**config.mk**
```make
export PLATFORM = sky130hd
export DESIGN_NAME = mux_rr_arbiter
export DESIGN_NICKNAME = d
export VERILOG_FILES = /design/src/rtl/mux_rr_arbiter.sv
export SDC_FILE = /design/constraint.sdc
export NUM_CORES = 1
export LEC_CHECK = 0
export ABC_CLOCK_PERIOD_IN_PS = 5050
export CORE_ASPECT_RATIO = 2
export CORE_MARGIN = 10
export CORE_UTILIZATION = 40
export DETAILED_ROUTE_END_ITERATION = 8
export GPL_TIMING_DRIVEN = 0
export SYNTH_ARGS = -nofsm -noshare
export SYNTH_HDL_FRONTEND = slang
export SYNTH_SLANG_ARGS = --single-unit
```
**constraint.sdc**
```tcl
create_clock -name clk -period 5.05 [get_ports clk]
set_input_delay 0.505 -clock clk [delete_from_list [all_inputs] [get_ports clk]]
set_output_delay 0.505 -clock clk [all_outputs]
set_load 0.005 [all_outputs]
```
**src/rtl/mux_rr_arbiter.sv**
```systemverilog
// mux_rr_arbiter
// Round-robin arbiter that shares one NUM_REQ:1 mux tree between NUM_REQ
// requesters. The one-hot grant and the matching binary select are both
// registered, so the mux select stays glitch-free and stable for a whole
// tenure. Each tenure is limited to MAX_HOLD cycles. When that limit is
// reached and another requester is waiting, the grant is force-rotated.
//
// Ports:
//   clk       rising-edge clock
//   rst       synchronous, active-high reset
//   req       request vector; a requester holds its bit high while it wants the mux
//   grant     registered one-hot grant; all zeros when idle
//   sel       registered binary index of the owner; drives the mux tree sel
//   gnt_valid high while any grant is active
//   preempt   one-cycle pulse, aligned with a grant change caused by a timeout
//   hold_cnt  cycles elapsed in the current tenure
//
// Optional feature, enabled by defining the macro MUX_ARB_PRIO_EN:
//   Requester 0 becomes high priority. It wins every arbitration it takes
//   part in and is never preempted; its hold_cnt saturates at MAX_HOLD-1.
//   Requesters 1..NUM_REQ-1 stay round-robin among themselves.
module mux_rr_arbiter #(
    parameter int NUM_REQ   = 4,
    parameter int SEL_WIDTH = 2,
    parameter int MAX_HOLD  = 8,
    parameter int CNT_WIDTH = 4
) (
    input  logic                 clk,
    input  logic                 rst,
    input  logic [NUM_REQ-1:0]   req,
    output logic [NUM_REQ-1:0]   grant,
    output logic [SEL_WIDTH-1:0] sel,
    output logic                 gnt_valid,
    output logic                 preempt,
    output logic [CNT_WIDTH-1:0] hold_cnt
);

    typedef enum logic {
        IDLE  = 1'b0,
        GRANT = 1'b1
    } state_t;

    localparam logic [CNT_WIDTH-1:0] HOLD_LAST = CNT_WIDTH'(MAX_HOLD - 1);
    localparam logic [CNT_WIDTH-1:0] CNT_ONE   = CNT_WIDTH'(1'b1);
    localparam logic [SEL_WIDTH-1:0] SEL_ONE   = SEL_WIDTH'(1'b1);
    localparam logic [SEL_WIDTH-1:0] SEL_ZERO  = {SEL_WIDTH{1'b0}};
    localparam logic [NUM_REQ-1:0]   GNT_ONE   = NUM_REQ'(1'b1);
    localparam logic [NUM_REQ-1:0]   GNT_ZERO  = {NUM_REQ{1'b0}};
    localparam logic [CNT_WIDTH-1:0] CNT_ZERO  = {CNT_WIDTH{1'b0}};

    state_t               state_r, state_nxt_s;
    logic [SEL_WIDTH-1:0] ptr_r, ptr_nxt_s;
    logic [NUM_REQ-1:0]   grant_nxt_s;
    logic [SEL_WIDTH-1:0] sel_nxt_s;
    logic                 valid_nxt_s;
    logic                 preempt_nxt_s;
    logic [CNT_WIDTH-1:0] hold_nxt_s;
    logic [SEL_WIDTH:0]   idle_pick_s;   // {found, index}
    logic [SEL_WIDTH:0]   busy_pick_s;   // {found, index}, owner excluded
    logic [SEL_WIDTH-1:0] after_owner_s;
    logic                 owner_req_s;
    logic                 owner_prio_s;

    // Searches from start upward, wrapping modulo NUM_REQ, and returns the
    // first set requester, optionally skipping the index excl. NUM_REQ is a
    // power of two, so the wrap comes from the natural SEL_WIDTH overflow.
    function automatic logic [SEL_WIDTH:0] rr_pick(
        input logic [NUM_REQ-1:0]   r,
        input logic [SEL_WIDTH-1:0] start,
        input logic                 excl_en,
        input logic [SEL_WIDTH-1:0] excl
    );
        logic                 found;
        logic [SEL_WIDTH-1:0] idx;
        logic [SEL_WIDTH-1:0] cand;
        found = 1'b0;
        idx   = SEL_ZERO;
        for (int k = 0; k < NUM_REQ; k++) begin
            cand = start + SEL_WIDTH'(k);
            if (!found && r[cand] && !(excl_en && (cand == excl))) begin
                found = 1'b1;
                idx   = cand;
            end else begin
                found = found;
            end
        end
        return {found, idx};
    endfunction

    // Full arbitration. With the priority feature, requester 0 is checked
    // first, and the round-robin search then only considers 1..NUM_REQ-1.
    function automatic logic [SEL_WIDTH:0] arb_pick(
        input logic [NUM_REQ-1:0]   r,
        input logic [SEL_WIDTH-1:0] start,
        input logic                 excl_en,
        input logic [SEL_WIDTH-1:0] excl
    );
`ifdef MUX_ARB_PRIO_EN
        logic [NUM_REQ-1:0] r_low;
        r_low    = r;
        r_low[0] = 1'b0;
        if (r[0] && !(excl_en && (excl == SEL_ZERO))) begin
            return {1'b1, SEL_ZERO};
        end else begin
            return rr_pick(r_low, start, excl_en, excl);
        end
`else
        return rr_pick(r, start, excl_en, excl);
`endif
    endfunction

    assign after_owner_s = sel + SEL_ONE;
    assign owner_req_s   = req[sel];
    assign idle_pick_s   = arb_pick(req, ptr_r, 1'b0, SEL_ZERO);
    // The owner is re-arbitrated from the slot just after itself on both
    // release and timeout, which makes the rotation order predictable.
    assign busy_pick_s   = arb_pick(req, after_owner_s, 1'b1, sel);
`ifdef MUX_ARB_PRIO_EN
    assign owner_prio_s  = (sel == SEL_ZERO);
`else
    assign owner_prio_s  = 1'b0;
`endif

    // Next-state and next-output logic for the IDLE/GRANT controller.
    always_comb begin
        state_nxt_s   = state_r;
        ptr_nxt_s     = ptr_r;
        grant_nxt_s   = grant;
        sel_nxt_s     = sel;
        valid_nxt_s   = gnt_valid;
        preempt_nxt_s = 1'b0;
        hold_nxt_s    = hold_cnt;
        case (state_r)
            IDLE: begin
                if (idle_pick_s[SEL_WIDTH]) begin
                    state_nxt_s = GRANT;
                    grant_nxt_s = GNT_ONE << idle_pick_s[SEL_WIDTH-1:0];
                    sel_nxt_s   = idle_pick_s[SEL_WIDTH-1:0];
                    valid_nxt_s = 1'b1;
                    hold_nxt_s  = CNT_ZERO;
                end else begin
                    grant_nxt_s = GNT_ZERO;
                    valid_nxt_s = 1'b0;
                    hold_nxt_s  = CNT_ZERO;
                end
            end
            GRANT: begin
                if (!owner_req_s) begin
                    // Release: hand over in the same cycle with no bubble.
                    // If nobody else is waiting, go idle and leave sel as it is.
                    ptr_nxt_s  = after_owner_s;
                    hold_nxt_s = CNT_ZERO;
                    if (busy_pick_s[SEL_WIDTH]) begin
                        grant_nxt_s = GNT_ONE << busy_pick_s[SEL_WIDTH-1:0];
                        sel_nxt_s   = busy_pick_s[SEL_WIDTH-1:0];
                    end else begin
                        state_nxt_s = IDLE;
                        grant_nxt_s = GNT_ZERO;
                        valid_nxt_s = 1'b0;
                    end
                end else if (owner_prio_s) begin
                    // The high-priority owner is never timed out; its counter saturates.
                    if (hold_cnt == HOLD_LAST) begin
                        hold_nxt_s = HOLD_LAST;
                    end else begin
                        hold_nxt_s = hold_cnt + CNT_ONE;
                    end
                end else if (hold_cnt == HOLD_LAST) begin
                    // Timeout: rotate only if someone else is waiting; otherwise
                    // the sole requester keeps the grant and its counter wraps.
                    hold_nxt_s = CNT_ZERO;
                    if (busy_pick_s[SEL_WIDTH]) begin
                        grant_nxt_s   = GNT_ONE << busy_pick_s[SEL_WIDTH-1:0];
                        sel_nxt_s     = busy_pick_s[SEL_WIDTH-1:0];
                        ptr_nxt_s     = after_owner_s;
                        preempt_nxt_s = 1'b1;
                    end else begin
                        preempt_nxt_s = 1'b0;
                    end
                end else begin
                    hold_nxt_s = hold_cnt + CNT_ONE;
                end
            end
            default: begin
                state_nxt_s = IDLE;
                grant_nxt_s = GNT_ZERO;
                valid_nxt_s = 1'b0;
                hold_nxt_s  = CNT_ZERO;
            end
        endcase
    end

    // State, pointer and output registers; reset overrides every other event.
    always_ff @(posedge clk) begin
        if (rst) begin
            state_r   <= IDLE;
            ptr_r     <= SEL_ZERO;
            grant     <= GNT_ZERO;
            sel       <= SEL_ZERO;
            gnt_valid <= 1'b0;
            preempt   <= 1'b0;
            hold_cnt  <= CNT_ZERO;
        end else begin
            state_r   <= state_nxt_s;
            ptr_r     <= ptr_nxt_s;
            grant     <= grant_nxt_s;
            sel       <= sel_nxt_s;
            gnt_valid <= valid_nxt_s;
            preempt   <= preempt_nxt_s;
            hold_cnt  <= hold_nxt_s;
        end
    end

endmodule
```
==> flow_summary.json, run 1 <==
{
  "outcome": "finished clean",
  "synth_cells": 118,
  "max-vdd-ir-drop_v": 0.000186,
  "hold_path_end": "grant[0]",
  "synthDominantCellAreaShare": 0.289,
  "design.die.area_um2": 5160,
  "rsz0062_at_grt": "no",
  "maxCapViolations": 0,
  "leakage_uw": 0.000479,
  "worst-path-max-fanout": 10,
  "timing.reg2reg.setup_slack_ns": 3.16,
  "timing.hold.ws_ns": 0.467,
  "setup_repair_bufs_after_cts": 0,
  "timing.final.max_slew_violations": 0,
  "setup.worst_path.end_class": "flip-flop",
  "worst_r2r_startpoint": "sel[1]",
  "worstSetupPathDepth": 7,
  "cts_inserted_buffers": 3,
  "cp_slowest_cell": "clkdlybuf4s50_1",
  "post_synth_most_frequent_cells": "15 x dfxtp_1, 10 x nor2_1, 8 x inv_1",
  "critPathLaunch": "req[2]",
  "initial_cell_density_of_the_core": 0.410,
  "detailedRoute.firstPassIterationCount": 4,
  "global_route_wire_length_before_repair_mm": 4.90,
  "synth_area_per_cell_um2": 8.81,
  "synth-warning-count": 0,
  "clock-skew-final_ns": 0.00120,
  "die_width_um": 56.1,
  "cts.sink_count": 15,
  "hold_buffers": 0,
  "clk_pin_slew_ns": 0.07,
  "critical_path.cell_chain": "clkdlybuf4s50_1, buf_2, or3_1, o21ba_2, a21oi_4, a31oi_1, a221oi_2",
  "min_path_type": "flip-flop to flip-flop",
  "final_critical_path_setup_slack_ns": 2.80,
  "category_of_the_critical_setup_timing_path": "input pin to flip-flop",
  "io-pin-count": 18,
  "timing_worst_slew_pin_value_ns": 0.532,
  "p_total_uw": 352,
  "worst-r2r-cell-count": 6,
  "post_cts.resized_instances": 0,
  "detail_route.wl_per_cell_um": 17.1,
  "fin_setup_tns_ns": 0,
  "post_route_cells_drive_above_1_share": 0.180,
  "largest_net_degree_at_the_start_of_global_routing": 11,
  "layout_min_cycle_time_ns": 2.25,
  "cts_tree": "done",
  "clockBufferDepth": 2,
  "yosys_register_bits": 15,
  "combined_global_route_utilization_of_all_metal_layers": 0.114,
  "clock.fmax_mhz": 444,
  "wl_mm": 2.86,
  "start_kind": "input pin",
  "clk-insertion-delay-late_ns": 0.25,
  "area_growth_pct": 24.2,
  "number_of_distinct_standard_cells_referenced_by_the_synthesized_netlist": 47,
  "finalSetupViolations": 0,
  "min_from": "grant[0]",
  "ant_nets": 0,
  "antenna_violations_before_repair": 0,
  "num-nets-final": 147,
  "worst_path_largest_cell_delay_ns": 0.43,
  "core.rowCount": 26,
  "synth.yosys.seq_area_share": 0.289,
  "number_of_global_route_vias_before_repair": 1029,
  "cp_num_buf_inv": 2,
  "synth_flop_cell": "dfxtp_1",
  "number_of_enable_flip_flop_cells_after_synthesis": 0,
  "area.sequential_um2": 300,
  "drt_initial_violations": 11,
  "hpwl_mm": 2.27,
  "report.final.hold_viol_count": 0,
  "core-area_um2": 2540,
  "routability_driven_placement_congestion_ratio": 0.862,
  "synthMostInstantiatedCell": "dfxtp_1",
  "area_occupied_by_multi_input_gates_um2": 659,
  "hold_path_depth": 2,
  "synth.net_count": 125,
  "fill_cells": 254,
  "required_ns": 5.22,
  "number_of_vias_in_the_routed_layout": 983,
  "gr-total-overflow": 0,
  "asyncSetResetFlopFracSynth": 0,
  "clockRootBuffer": "clkbuf_8",
  "regToRegEndpoint": "grant[0]",
  "worst_slew_margin_rel": 0.643,
  "ys_top_cells_by_area": "dfxtp_1 29%, mux2i_1 3.9%, nor2_1 3.6%, a21oi_1 3.4%, nand2b_1 3.0%",
  "antenna-diode-count": 0,
  "path_delay_family": "compound AO/OA/AOI/OAI gates",
  "synthesis.area_um2": 1040,
  "vias_per_cell": 5.89,
  "layout_worst_path_cycle_share": 0.446,
  "worstPathArrival_ns": 2.42,
  "remaining_drc_errors": 0,
  "synth_top_cell_by_area": "dfxtp_1",
  "buffer_ports.inserted": 17,
  "cellPowerDensity_nw_per_um2": 272,
  "die_height_um": 92.1,
  "post-place-ws_ns": 2.53,
  "h-tree-depth": 1
}
-- tightest hold or removal path: cells and delay by family (launching register included) --
family	cells	cell delay (ns)
DFF	1	0.31
AOI/OAI and AO/OA	1	0.05
buffers and inverters	1	0.06
-- per-stage QoR --
stage          cell area (um^2)  instances   util
6_report                   1290        167  0.509
5_1_grt                    1290        167  0.509
4_1_cts                    1290        167  0.509
3_5_place_dp               1240        163  0.491
3_3_place_gp               1240        163  0.491
2_1_floorplan              1040        118      -
-- worst max path at each step --
| stage | to | slack (ns) |
|---|---|---|
| 2_1_floorplan | grant[1] | 3.18 |
| 3_3_place_gp | grant[0] | 2.58 |
| 3_5_place_dp | grant[0] | 2.53 |
| 4_1_cts | grant[0] | 2.79 |
| 5_1_grt | grant[1] | 2.70 |
| 6_report | grant[0] | 2.80 |
-- flip-flops by register name (all words and copies together), names as in the netlist --
signal and cells:
grant 4, sel 2, gnt_valid 1, state_r 1
preempt 1, ptr_r 2, hold_cnt 4
-- power breakdown --
group	switching, uW	leakage (uW)	internal [uW]
combinational	57.7	0.000330	55.9
clock	45.7	0.0000255	54.7
sequential	9.57	0.000123	128
-- cell type report --
| class | instances | area share |
|---|---|---|
| Sequential cell | 15 | 0.233 |
| Clock buffer | 3 | 0.0320 |
| Buffer | 8 | 0.0388 |
| Multi-Input combinational cell | 87 | 0.511 |
| Tap cell | 28 | 0.0271 |
| Inverter | 8 | 0.0233 |
| Timing Repair Buffer | 17 | 0.132 |
| Clock inverter | 1 | 0.00388 |
-- cell families (layout without fill, tap and decap cells) --
| group | Yosys count | count (layout) | share of synthesized area |
|---|---|---|---|
| XOR/XNOR | 3 | 3 | 0.0253 |
| AND/OR/NAND/NOR | 40 | 40 | 0.230 |
| AO/OA/AOI/OAI | 38 | 38 | 0.307 |
| adder cells (fa/ha/maj) | 1 | 1 | 0.0120 |
| multiplexers | 5 | 5 | 0.0602 |
| buffers and inverters | 16 | 37 | 0.0770 |
| flip-flops | 15 | 15 | 0.289 |
-- per-layer routing --
| layer | up-vias | wire length, um | global-route usage | share of wire |
|---|---|---|---|---|
| li1 | 475 | - | - | - |
| met1 | 475 | 1010 | 0.103 | 0.35 |
| met2 | 24 | 1620 | 0.218 | 0.57 |
| met3 | 9 | 123 | 0.0276 | 0.043 |
| met4 | 0 | 110 | 0.0645 | 0.038 |
| met5 | - | 0 | 0 | 0 |
-- layout by cell type, fill, tap and decap left out, drive strengths merged, types with 2 or more instances in the layout --
| cell type | netlist | layout |
|---|---|---|
| and3 | 2 | 2 |
| nand2 | 4 | 4 |
| o21bai | 2 | 2 |
| or2 | 2 | 2 |
| nor2 | 10 | 10 |
| inv | 8 | 8 |
| o31ai | 3 | 3 |
| a21oi | 8 | 8 |
| clkdlybuf4s50 | 0 | 17 |
| o21ai | 4 | 4 |
| nor3b | 3 | 3 |
| nor2b | 4 | 4 |
| o2bb2ai | 2 | 2 |
| xnor2 | 2 | 2 |
| a211oi | 4 | 4 |
| clkbuf | 2 | 5 |
| o21a | 2 | 2 |
| dfxtp | 15 | 15 |
| a221oi | 3 | 3 |
| nor3 | 3 | 3 |
| nand3 | 3 | 3 |
| mux2i | 4 | 4 |
| buf | 6 | 6 |
| nand2b | 5 | 5 |
(Power assumes the default switching activity.)
==> inputs of run 2 (changes only) <==
ABC_CLOCK_PERIOD_IN_PS = 2000   (was 5050)
PLACE_DENSITY = 0.66   (was not set)
clock period = 2 ns   (was 5.05 ns; I/O delays follow)
==> run 2 against run 1 <==
  * Via count decreased by 0.71%
  * Critical endpoint is now sel[0]
  * Final cell count unchanged
  * Die area is the same
  * Critical path type unchanged
  * Setup slack got worse by 2.7 ns
  * Combinational power rose to 2.5 times the previous value
==> flow_summary.json, run 2 (same netlist as run 1, synthesis figures left out) <==
{
  "leakage_uw": 0.000482,
  "groute.layer.met1.usage": 0.0961,
  "finalSetupViolations": 0,
  "drt_initial_violations": 12,
  "groute.layer.met3.usage": 0.0276,
  "most-common-layout-cells": "17 x clkdlybuf4s50_1, 15 x dfxtp_1, 10 x nor2_1",
  "worstPathArrival_ns": 2.05,
  "io-pin-count": 18,
  "timing_worst_slew_pin_value_ns": 0.497,
  "wl_mm": 2.79,
  "area_growth_pct": 25.2,
  "max-vdd-ir-drop_v": 0.000419,
  "min_path_type": "flip-flop to flip-flop",
  "layout_worst_path_cycle_share": 0.946,
  "buffer_ports.inserted": 17,
  "timing.final.max_slew_violations": 0,
  "category_of_the_critical_setup_timing_path": "input pin to flip-flop",
  "core.rowCount": 26,
  "setup.worst_path.end_class": "flip-flop",
  "cts_inserted_buffers": 3,
  "final_common_cell": "clkdlybuf4s50_1",
  "grt_use_met2": 0.221,
  "area.sequential_um2": 300,
  "worst_slew_margin_rel": 0.669,
  "number_of_global_route_vias_before_repair": 1050,
  "worst_r2r_startpoint": "sel[0]",
  "cts.sink_count": 15,
  "worst-path-max-fanout": 10,
  "clk-insertion-delay-late_ns": 0.25,
  "vias_per_cell": 5.84,
  "routability_driven_placement_congestion_ratio": 0.872,
  "detailedRoute.firstPassIterationCount": 4,
  "rsz0062_at_grt": "no",
  "ant_nets": 0,
  "placement.cell_area_um2": 1240,
  "fill_cells": 250,
  "power.switching_uw": 283,
  "start_kind": "input pin",
  "worst-r2r-cell-count": 5,
  "internal_power_uw": 604,
  "antenna_violations_before_repair": 0,
  "initial_cell_density_of_the_core": 0.410,
  "remaining_drc_errors": 0,
  "fin_setup_tns_ns": 0,
  "design.die.area_um2": 5160,
  "required_ns": 2.16,
  "power.switching_fraction": 0.319,
  "clk_pin_slew_ns": 0.07,
  "critPathLaunch": "req[2]",
  "clock_power_share": 0.286,
  "h-tree-depth": 1,
  "regToRegEndpoint": "sel[0]",
  "final_design_area_no_fill_um2": 1300,
  "area_occupied_by_multi_input_gates_um2": 669,
  "num-nets-final": 147,
  "combined_global_route_utilization_of_all_metal_layers": 0.112,
  "pwr-share-comb": 0.322,
  "antenna-diode-count": 0,
  "cts_tree": "done",
  "core-area_um2": 2540,
  "clock-skew-final_ns": 0.00519,
  "cellPowerDensity_nw_per_um2": 682,
  "clockRootBuffer": "clkbuf_8",
  "timing.reg2reg.setup_slack_ns": 0.15,
  "clock.fmax_mhz": 528,
  "gr-total-overflow": 0,
  "post_route_cells_drive_above_1_share": 0.194,
  "sequential_power_share": 0.392,
  "setup_repair_bufs_after_cts": 0,
  "report.final.hold_viol_count": 0,
  "detail_route.wl_per_cell_um": 16.7,
  "hpwl_mm": 2.21,
  "global_route_wire_length_before_repair_mm": 4.86,
  "largest_registers": "grant: 4 flops, hold_cnt: 4 flops",
  "outcome": "finished clean",
  "post_cts.resized_instances": 0,
  "layout_min_cycle_time_ns": 1.89,
  "critPathCapture": "sel[0]",
  "die_height_um": 92.1,
  "number_of_vias_in_the_routed_layout": 976,
  "gr-max-usage-layer": "met2",
  "maxCapViolations": 0,
  "clockBufferDepth": 2,
  "hold_buffers": 0,
  "largest_net_degree_at_the_start_of_global_routing": 11,
  "die_width_um": 56.1
}
==> run 2: cell type report <==
type,count,share of cell area
Sequential cell,15,0.231
Clock buffer,3,0.0317
Timing Repair Buffer,17,0.131
Buffer,8,0.0385
Tap cell,28,0.0269
Clock inverter,1,0.00385
Inverter,8,0.0231
Multi-Input combinational cell,87,0.514
==> run 2: worst min-delay path by stage <==
stage	to	slack [ns]	start	depth (start not counted)
4_1_cts	grant[0]	0.47	grant[0]	2
3_5_place_dp	gnt_valid	0.46	gnt_valid	1
2_1_floorplan	sel[0]	0.38	rst	2
6_report	grant[0]	0.46	grant[0]	2
3_3_place_gp	gnt_valid	0.45	gnt_valid	1
5_1_grt	gnt_valid	0.49	gnt_valid	1
==> run 2: power by group through the flow <==
stage | registers [uW] | clock network, uW | logic [uW]
global route | 350 | 264 | 318
detailed placement | 354 | 0 | 283
floorplan | 350 | 0 | 192
finish | 348 | 253 | 286
global placement | 353 | 0 | 279
CTS | 348 | 253 | 286
==> run 2: critical path: stages <==
cell and delay [ns]:
clkdlybuf4s50_1 0.43, buf_2 0.19, mux4_2 0.53, a211oi_2 0.28
a21oi_1 0.13, o31ai_1 0.29
==> run 2: per-stage QoR <==
step | utilization | setup slack (ns) | total power (uW) | instances | hold WS [ns]
global route | 0.513 | 0.000111 | 932 | 167 | 0.490
global placement | 0.491 | -0.151 | 632 | 163 | 0.452
floorplan | - | 0.278 | 542 | 118 | 0.377
detailed placement | 0.491 | -0.171 | 637 | 163 | 0.458
CTS | 0.509 | 0.0702 | 886 | 167 | 0.469
finish | 0.513 | 0.107 | 887 | 167 | 0.464
==> run 2: routing by layer <==
| metal | vias up | part of all wire |
|---|---|---|
| li1 | 475 | - |
| met1 | 468 | 0.34 |
| met2 | 23 | 0.58 |
| met3 | 10 | 0.043 |
| met4 | 0 | 0.035 |
| met5 | - | 0 |
